### config.mk
export PLATFORM = sky130hd
export DESIGN_NAME = dspuva_mac
export DESIGN_NICKNAME = d
export VERILOG_FILES = /design/src/rtl/dspuva_pkg.sv /design/src/rtl/dspuva_mac_sat.sv /design/src/rtl/dspuva_mac.sv
export SDC_FILE = /design/constraint.sdc
export NUM_CORES = 1
export LEC_CHECK = 0
export BUFFER_PORTS_ARGS = -buffer_cell sky130_fd_sc_hd__clkbuf_2
export CAP_MARGIN = 40
export CELL_PAD_IN_SITES_DETAIL_PLACEMENT = 0
export CELL_PAD_IN_SITES_GLOBAL_PLACEMENT = 1
export CORE_ASPECT_RATIO = 1.5
export CORE_UTILIZATION = 52
export CTS_BUF_LIST = sky130_fd_sc_hd__clkbuf_8
export DETAILED_ROUTE_END_ITERATION = 8
export PLACE_DENSITY_LB_ADDON = 0.1
export SLEW_MARGIN = 30
export SYNTH_ARGS = -nofsm -noshare
export SYNTH_HDL_FRONTEND = slang
export SYNTH_HIERARCHICAL = 1
export SYNTH_SLANG_ARGS = --single-unit
### constraint.sdc
create_clock -name CLK -period 26.2 [get_ports CLK]
set_input_delay 1.31 -clock CLK [delete_from_list [all_inputs] [get_ports CLK]]
set_output_delay 1.31 -clock CLK [all_outputs]
set_load 0.02 [all_outputs]
### src/rtl/dspuva_pkg.sv
// Shared definitions for the DSPuva MAC coprocessor: opcode encodings and FSM states.
package dspuva_pkg;

  localparam logic [1:0] OP_MUL = 2'b00;
  localparam logic [1:0] OP_MAC = 2'b01;
  localparam logic [1:0] OP_MSU = 2'b10;
  localparam logic [1:0] OP_CLR = 2'b11;

  typedef enum logic [1:0] {
    S_IDLE = 2'd0,
    S_MUL  = 2'd1,
    S_ACC  = 2'd2,
    S_OUT  = 2'd3
  } state_t;

endpackage

### src/rtl/dspuva_mac_sat.sv
// Combinational round-half-up, arithmetic shift by SH, then clamp (or wrap) IW bits down to OW bits.
module dspuva_mac_sat #(
  parameter int IW = 41,
  parameter int OW = 40,
  parameter int SH = 0
) (
  input  logic [IW-1:0] din,
  input  logic          sat_en,
  output logic [OW-1:0] dout
);

  localparam int RW = IW + 1;
  // Half an LSB of the shifted result; collapses to zero when SH is zero.
  localparam logic [RW-1:0] RND = (RW'(1) << SH) >> 1;

  logic signed [RW-1:0] rnd_sum;
  logic signed [RW-1:0] shifted;
  logic                 fits;

  always_comb begin
    rnd_sum = $signed({din[IW-1], din}) + $signed(RND);
    shifted = rnd_sum >>> SH;
    fits    = (&shifted[RW-1:OW-1]) | ~(|shifted[RW-1:OW-1]);
    if (fits || !sat_en) begin
      dout = shifted[OW-1:0];
    end else if (shifted[RW-1]) begin
      dout = {1'b1, {(OW-1){1'b0}}};
    end else begin
      dout = {1'b0, {(OW-1){1'b1}}};
    end
  end

endmodule

### src/rtl/dspuva_mac.sv
// Digit-serial signed multiply-accumulate engine with MUL/MAC/MSU/CLR, optional saturation
// and a rounded Q-format DOUT view of the accumulator.
module dspuva_mac
  import dspuva_pkg::*;
#(
  parameter int DW   = 16,
  parameter int AW   = 40,
  parameter int NIB  = 4,
  parameter int FRAC = DW - 1
) (
  input  logic          CLK,
  input  logic          RESET,
  input  logic          IN_VALID,
  output logic          IN_READY,
  input  logic [1:0]    OP,
  input  logic          SAT,
  input  logic [DW-1:0] A,
  input  logic [DW-1:0] B,
  output logic          OUT_VALID,
  input  logic          OUT_READY,
  output logic [AW-1:0] ACC_OUT,
  output logic [DW-1:0] DOUT,
  output logic          OVF,
  output state_t        DBG_STATE
);

  localparam int K  = DW / NIB;
  localparam int CW = (K > 1) ? $clog2(K) : 1;
  localparam int PW = 2 * DW;

  state_t        state, state_nxt;
  logic [DW-1:0] a_q, b_q;
  logic [1:0]    op_q;
  logic          sat_q;
  logic [PW-1:0] pp;
  logic [CW-1:0] cnt;
  logic [AW-1:0] acc_q, acc_nxt;
  logic [DW-1:0] dout_q, dout_nxt;
  logic          ovf_q;

  logic [NIB-1:0] digit;
  logic [PW-1:0]  digit_x, b_x, term;
  logic [AW:0]    p_x, acc_x, sum;
  logic           sum_ovf;

  // Handshakes: a transfer happens on a rising edge where valid and ready are both high;
  // requests are only taken in IDLE and results are held in OUT until OUT_READY.
  always_ff @(posedge CLK) begin
    if (RESET) state <= S_IDLE;
    else       state <= state_nxt;
  end

  always_comb begin
    state_nxt = state;
    IN_READY  = 1'b0;
    OUT_VALID = 1'b0;
    case (state)
      S_IDLE: begin
        IN_READY = 1'b1;
        if (IN_VALID) state_nxt = (OP == OP_CLR) ? S_ACC : S_MUL;
      end
      S_MUL:   if (cnt == CW'(K - 1)) state_nxt = S_ACC;
      S_ACC:   state_nxt = S_OUT;
      S_OUT: begin
        OUT_VALID = 1'b1;
        if (OUT_READY) state_nxt = S_IDLE;
      end
      default: state_nxt = S_IDLE;
    endcase
  end

  // The top digit of A is taken as signed so the serial product is exact for negative A.
  always_comb begin
    digit   = a_q[cnt*NIB +: NIB];
    digit_x = (cnt == CW'(K - 1)) ? {{(PW-NIB){digit[NIB-1]}}, digit}
                                  : {{(PW-NIB){1'b0}}, digit};
    b_x     = {{DW{b_q[DW-1]}}, b_q};
    term    = (b_x * digit_x) << (cnt * NIB);
  end

  always_comb begin
    p_x   = {{(AW+1-PW){pp[PW-1]}}, pp};
    acc_x = {acc_q[AW-1], acc_q};
    case (op_q)
      OP_MUL:  sum = p_x;
      OP_MAC:  sum = acc_x + p_x;
      OP_MSU:  sum = acc_x - p_x;
      default: sum = '0;
    endcase
    sum_ovf = sum[AW] ^ sum[AW-1];
  end

  dspuva_mac_sat #(.IW(AW + 1), .OW(AW), .SH(0)) u_acc_sat (
    .din    (sum),
    .sat_en (sat_q),
    .dout   (acc_nxt)
  );

  dspuva_mac_sat #(.IW(AW), .OW(DW), .SH(FRAC)) u_dout_sat (
    .din    (acc_nxt),
    .sat_en (1'b1),
    .dout   (dout_nxt)
  );

  always_ff @(posedge CLK) begin
    if (RESET) begin
      a_q    <= '0;
      b_q    <= '0;
      op_q   <= OP_MUL;
      sat_q  <= 1'b0;
      pp     <= '0;
      cnt    <= '0;
      acc_q  <= '0;
      dout_q <= '0;
      ovf_q  <= 1'b0;
    end else begin
      case (state)
        S_IDLE: begin
          if (IN_VALID) begin
            a_q   <= A;
            b_q   <= B;
            op_q  <= OP;
            sat_q <= SAT;
            pp    <= '0;
            cnt   <= '0;
          end
        end
        S_MUL: begin
          pp  <= pp + term;
          cnt <= cnt + 1'b1;
        end
        S_ACC: begin
          acc_q  <= acc_nxt;
          dout_q <= dout_nxt;
          ovf_q  <= (op_q == OP_CLR) ? 1'b0 : (ovf_q | sum_ovf);
        end
        default: ;
      endcase
    end
  end

  assign ACC_OUT   = acc_q;
  assign DOUT      = dout_q;
  assign OVF       = ovf_q;
  assign DBG_STATE = state;

endmodule
==> metrics.txt <==
instance count on the critical path=39; synth cell count leaders=217 x inv_1, 209 x nand2_1, 204 x a21oi_1, 180 x nor2_1, 157 x ha_1; total die area=about 0.033 mm^2; Synth Area in Compound Gates=between 20% and 30%; Resize count post-CTS=0; Die Wd=148 um; initial antenna violation count=0; Initial Util=roughly 53%; drt first-iter violations=between 700 and 800; global-route usage over all layers=a little under 30%; I/O Buffers=approximately 100; post-synth top area cell=dfxtp_1; vias in the first global route=approximately 15,000; post-synthesis simple-gate area fraction=between 10% and 20%; critical path peak fanout=34; Inserted Diodes=0; PD cells=136 mW/mm^2; site row count=80; total grt overflow=0; Worst-path clk slew=0.10 ns; Total Neg Setup Slack=0 ns; Synthesized Nets=between 2,000 and 2,500; Max Cap Violations=0; Post-CTS Setup Bufs=0; Post-DRT Antenna Nets=0; Final Hold Vio Count=0; crit path capture type=flop; slowest cell delay on critical path=just under 0.8 ns; fraction of layout cells with a size suffix above 1=8.82%; root buf cell=clkbuf_8; largest family of logic cells by synthesized area=adder cells; nets@finish=2,452; post-synth cell types=85; #FFs+latches synth=128; TritonCTS clock tree=done; Placer Congestion=slightly above 0.9; largest net degree at the start of global routing=52; critical path's slowest cell=mux4_2; worst slew pin tran=0.844 ns; CORE AREA=0.0317 mm^2; Wirelength per Cell=between 15 and 20 um; Worst Path Arrival=around 11 ns; top_reg_cell synth=dfxtp_1; Slew Viols, Final=0; YS warnings=6; WS Path Type=flop to flop; final period utilization=38.7%; Final HPWL DP=38,500 um; CTS H-Tree Depth=4; Clock Skews=around 0.024 ns; clock buffer depth=2; first-pass GRT wire length=approximately 76,000 um; Post-Synth XOR/XNOR Area=under 10%; RSZ-0062 raised after global routing=no; CP most frequent cell=inv_1; I/O Pins=100; synthesized cell area=0.0167 mm^2; Gate Count Post-Synth=2,103; post-synthesis adder-cell area fraction=between 20% and 30%; Seq/Total Area, Yosys=about 15%; Clk Latency, worst-skew pair=a little under 0.5 ns; top area cells in the synthesized netlist=dfxtp_1 15%, fa_1 14%, ha_1 12%, a21oi_1 6.1%, mux2i_1 5.6%; Yosys top cell area share=between 10% and 20%; CTS Sinks=around 130; Largest delay share family, worst path=adder cells; VDD IR max=83.4 uV; First-pass DRT Iterations=5; DRT Wirelength=47,200 um; Die Span Y=roughly 220 um; Area growth, synth to finish=7.07%; EDFF count, synth=0; crit path time final=between 10 and 15 ns; ys async rst share=0%; WP data required=approximately 27 ns; Via density=5.74; cts bufs inserted=17; most numerous cell in the Yosys netlist=inv_1; outcome=completed; endpoints failing setup=0; leakage=around 8.6 nW; crit path launch type=flop; post-synthesis mux area share=under 10%; f_max=between 90 and 100 MHz; Worst Path Buf+Inv=8; DRC violations left=0; max_slew headroom=42.3%; Synth Area per Inst=about 8 um^2; Worst R2R Path Depth=39; Util after Layout=between 50% and 60%; vias post-DR=about 15,000; HP Class=flop to flop; Post-CTS Hold Fix Bufs=0; hold path cells=2
layout make-up:
| type | instances | area (um^2) |
|---|---|---|
| repair buffers | 121 | 694 |
| flip-flops and latches | 128 | 2560 |
| well taps | 410 | 513 |
| inverters | 219 | 822 |
| clock inverters | 15 | 139 |
| fillers | 3066 | 13900 |
| clock buffers | 17 | 234 |
| multi-input cells | 1653 | 12900 |
final timing paths:
check | startpoint | endpoint | slack [ns]
worst min-delay path | sat_q | sat_q | 0.46
worst max register to register | cnt[0] | pp[29] | 16.06
worst min register to register | sat_q | sat_q | 0.46
worst max-delay path | cnt[0] | pp[29] | 16.06
metal layers:
layer	wire length, um	up-vias	track usage, %
met1	18000	7031	30.5
met3	1060	110	2.76
met4	2520	0	16.5
li1	-	7303	-
met5	0	-	0
met2	25700	271	56.4
metrics by stage:
step	worst slack [ns]	total power [W]	hold WS, ns	area, um^2	cells
4_1_cts	16.06	0.00243	0.462	17900	2561
3_3_place_gp	16.24	0.00223	0.443	17400	2525
6_report	16.06	0.00244	0.459	17900	2563
3_5_place_dp	16.13	0.00225	0.447	17500	2529
5_1_grt	15.41	0.00265	0.481	17900	2563
2_1_floorplan	17.18	0.00180	0.433	16700	2103
cells in the final DEF, fill, tap and decap left out, types with 11 or more instances in the layout:
| master | instances |
|---|---|
| inv_1 | 217 |
| nand2_1 | 208 |
| a21oi_1 | 202 |
| nor2_1 | 179 |
| ha_1 | 156 |
| dfxtp_1 | 128 |
| fa_1 | 116 |
| clkbuf_2 | 99 |
| mux2i_1 | 94 |
| xnor2_1 | 93 |
| o21ai_0 | 83 |
| and2_1 | 51 |
| a21o_1 | 44 |
| xor2_1 | 43 |
| o2bb2ai_1 | 40 |
| a22oi_1 | 39 |
| nand3_1 | 31 |
| nor3_1 | 26 |
| a31oi_1 | 21 |
| nand2b_1 | 21 |
| and3_1 | 20 |
| buf_4 | 18 |
| clkbuf_8 | 17 |
| nand4_1 | 15 |
| a22o_1 | 12 |
| o21a_1 | 11 |
sequential cells by signal, indices dropped and copies added (netlist names):
| name | count |
|---|---|
| ACC_OUT | 40 |
| DOUT | 16 |
| OVF | 1 |
| pp | 32 |
| b_q | 16 |
| DBG_STATE | 2 |
| sat_q | 1 |
| cnt | 2 |
| a_q | 16 |
| op_q | 2 |
worst reg2reg max path: cells and delay by family, from the launching register on:
| family | cells | cell delay (ns) |
|---|---|---|
| AOI/OAI and AO/OA | 11 | 2.16 |
| and+or+nand+nor | 8 | 1.44 |
| xor gates and xnor gates | 2 | 0.47 |
| buffers and inverters | 8 | 0.93 |
| muxes | 2 | 0.85 |
| DFF | 1 | 0.32 |
| adders and majority gates | 8 | 3.86 |
power by group:
group / switching (W) / leakage (nW) / internal (W)
combinational: 0.00122 / 7.40 / 0.000762
clock: 0.000101 / 0.187 / 0.0000701
sequential: 0.0000479 / 1.04 / 0.000240
logic make-up after synthesis:
| family | count (synthesis) |
|---|---|
| buffers and inverters | 322 |
| other | 1 |
| flip-flops | 128 |
| AO/OA/AOI/OAI | 538 |
| adder cells (fa/ha/maj) | 273 |
| XOR/XNOR | 138 |
| multiplexers | 103 |
| AND/OR/NAND/NOR | 600 |
(Power assumes the default switching activity.)
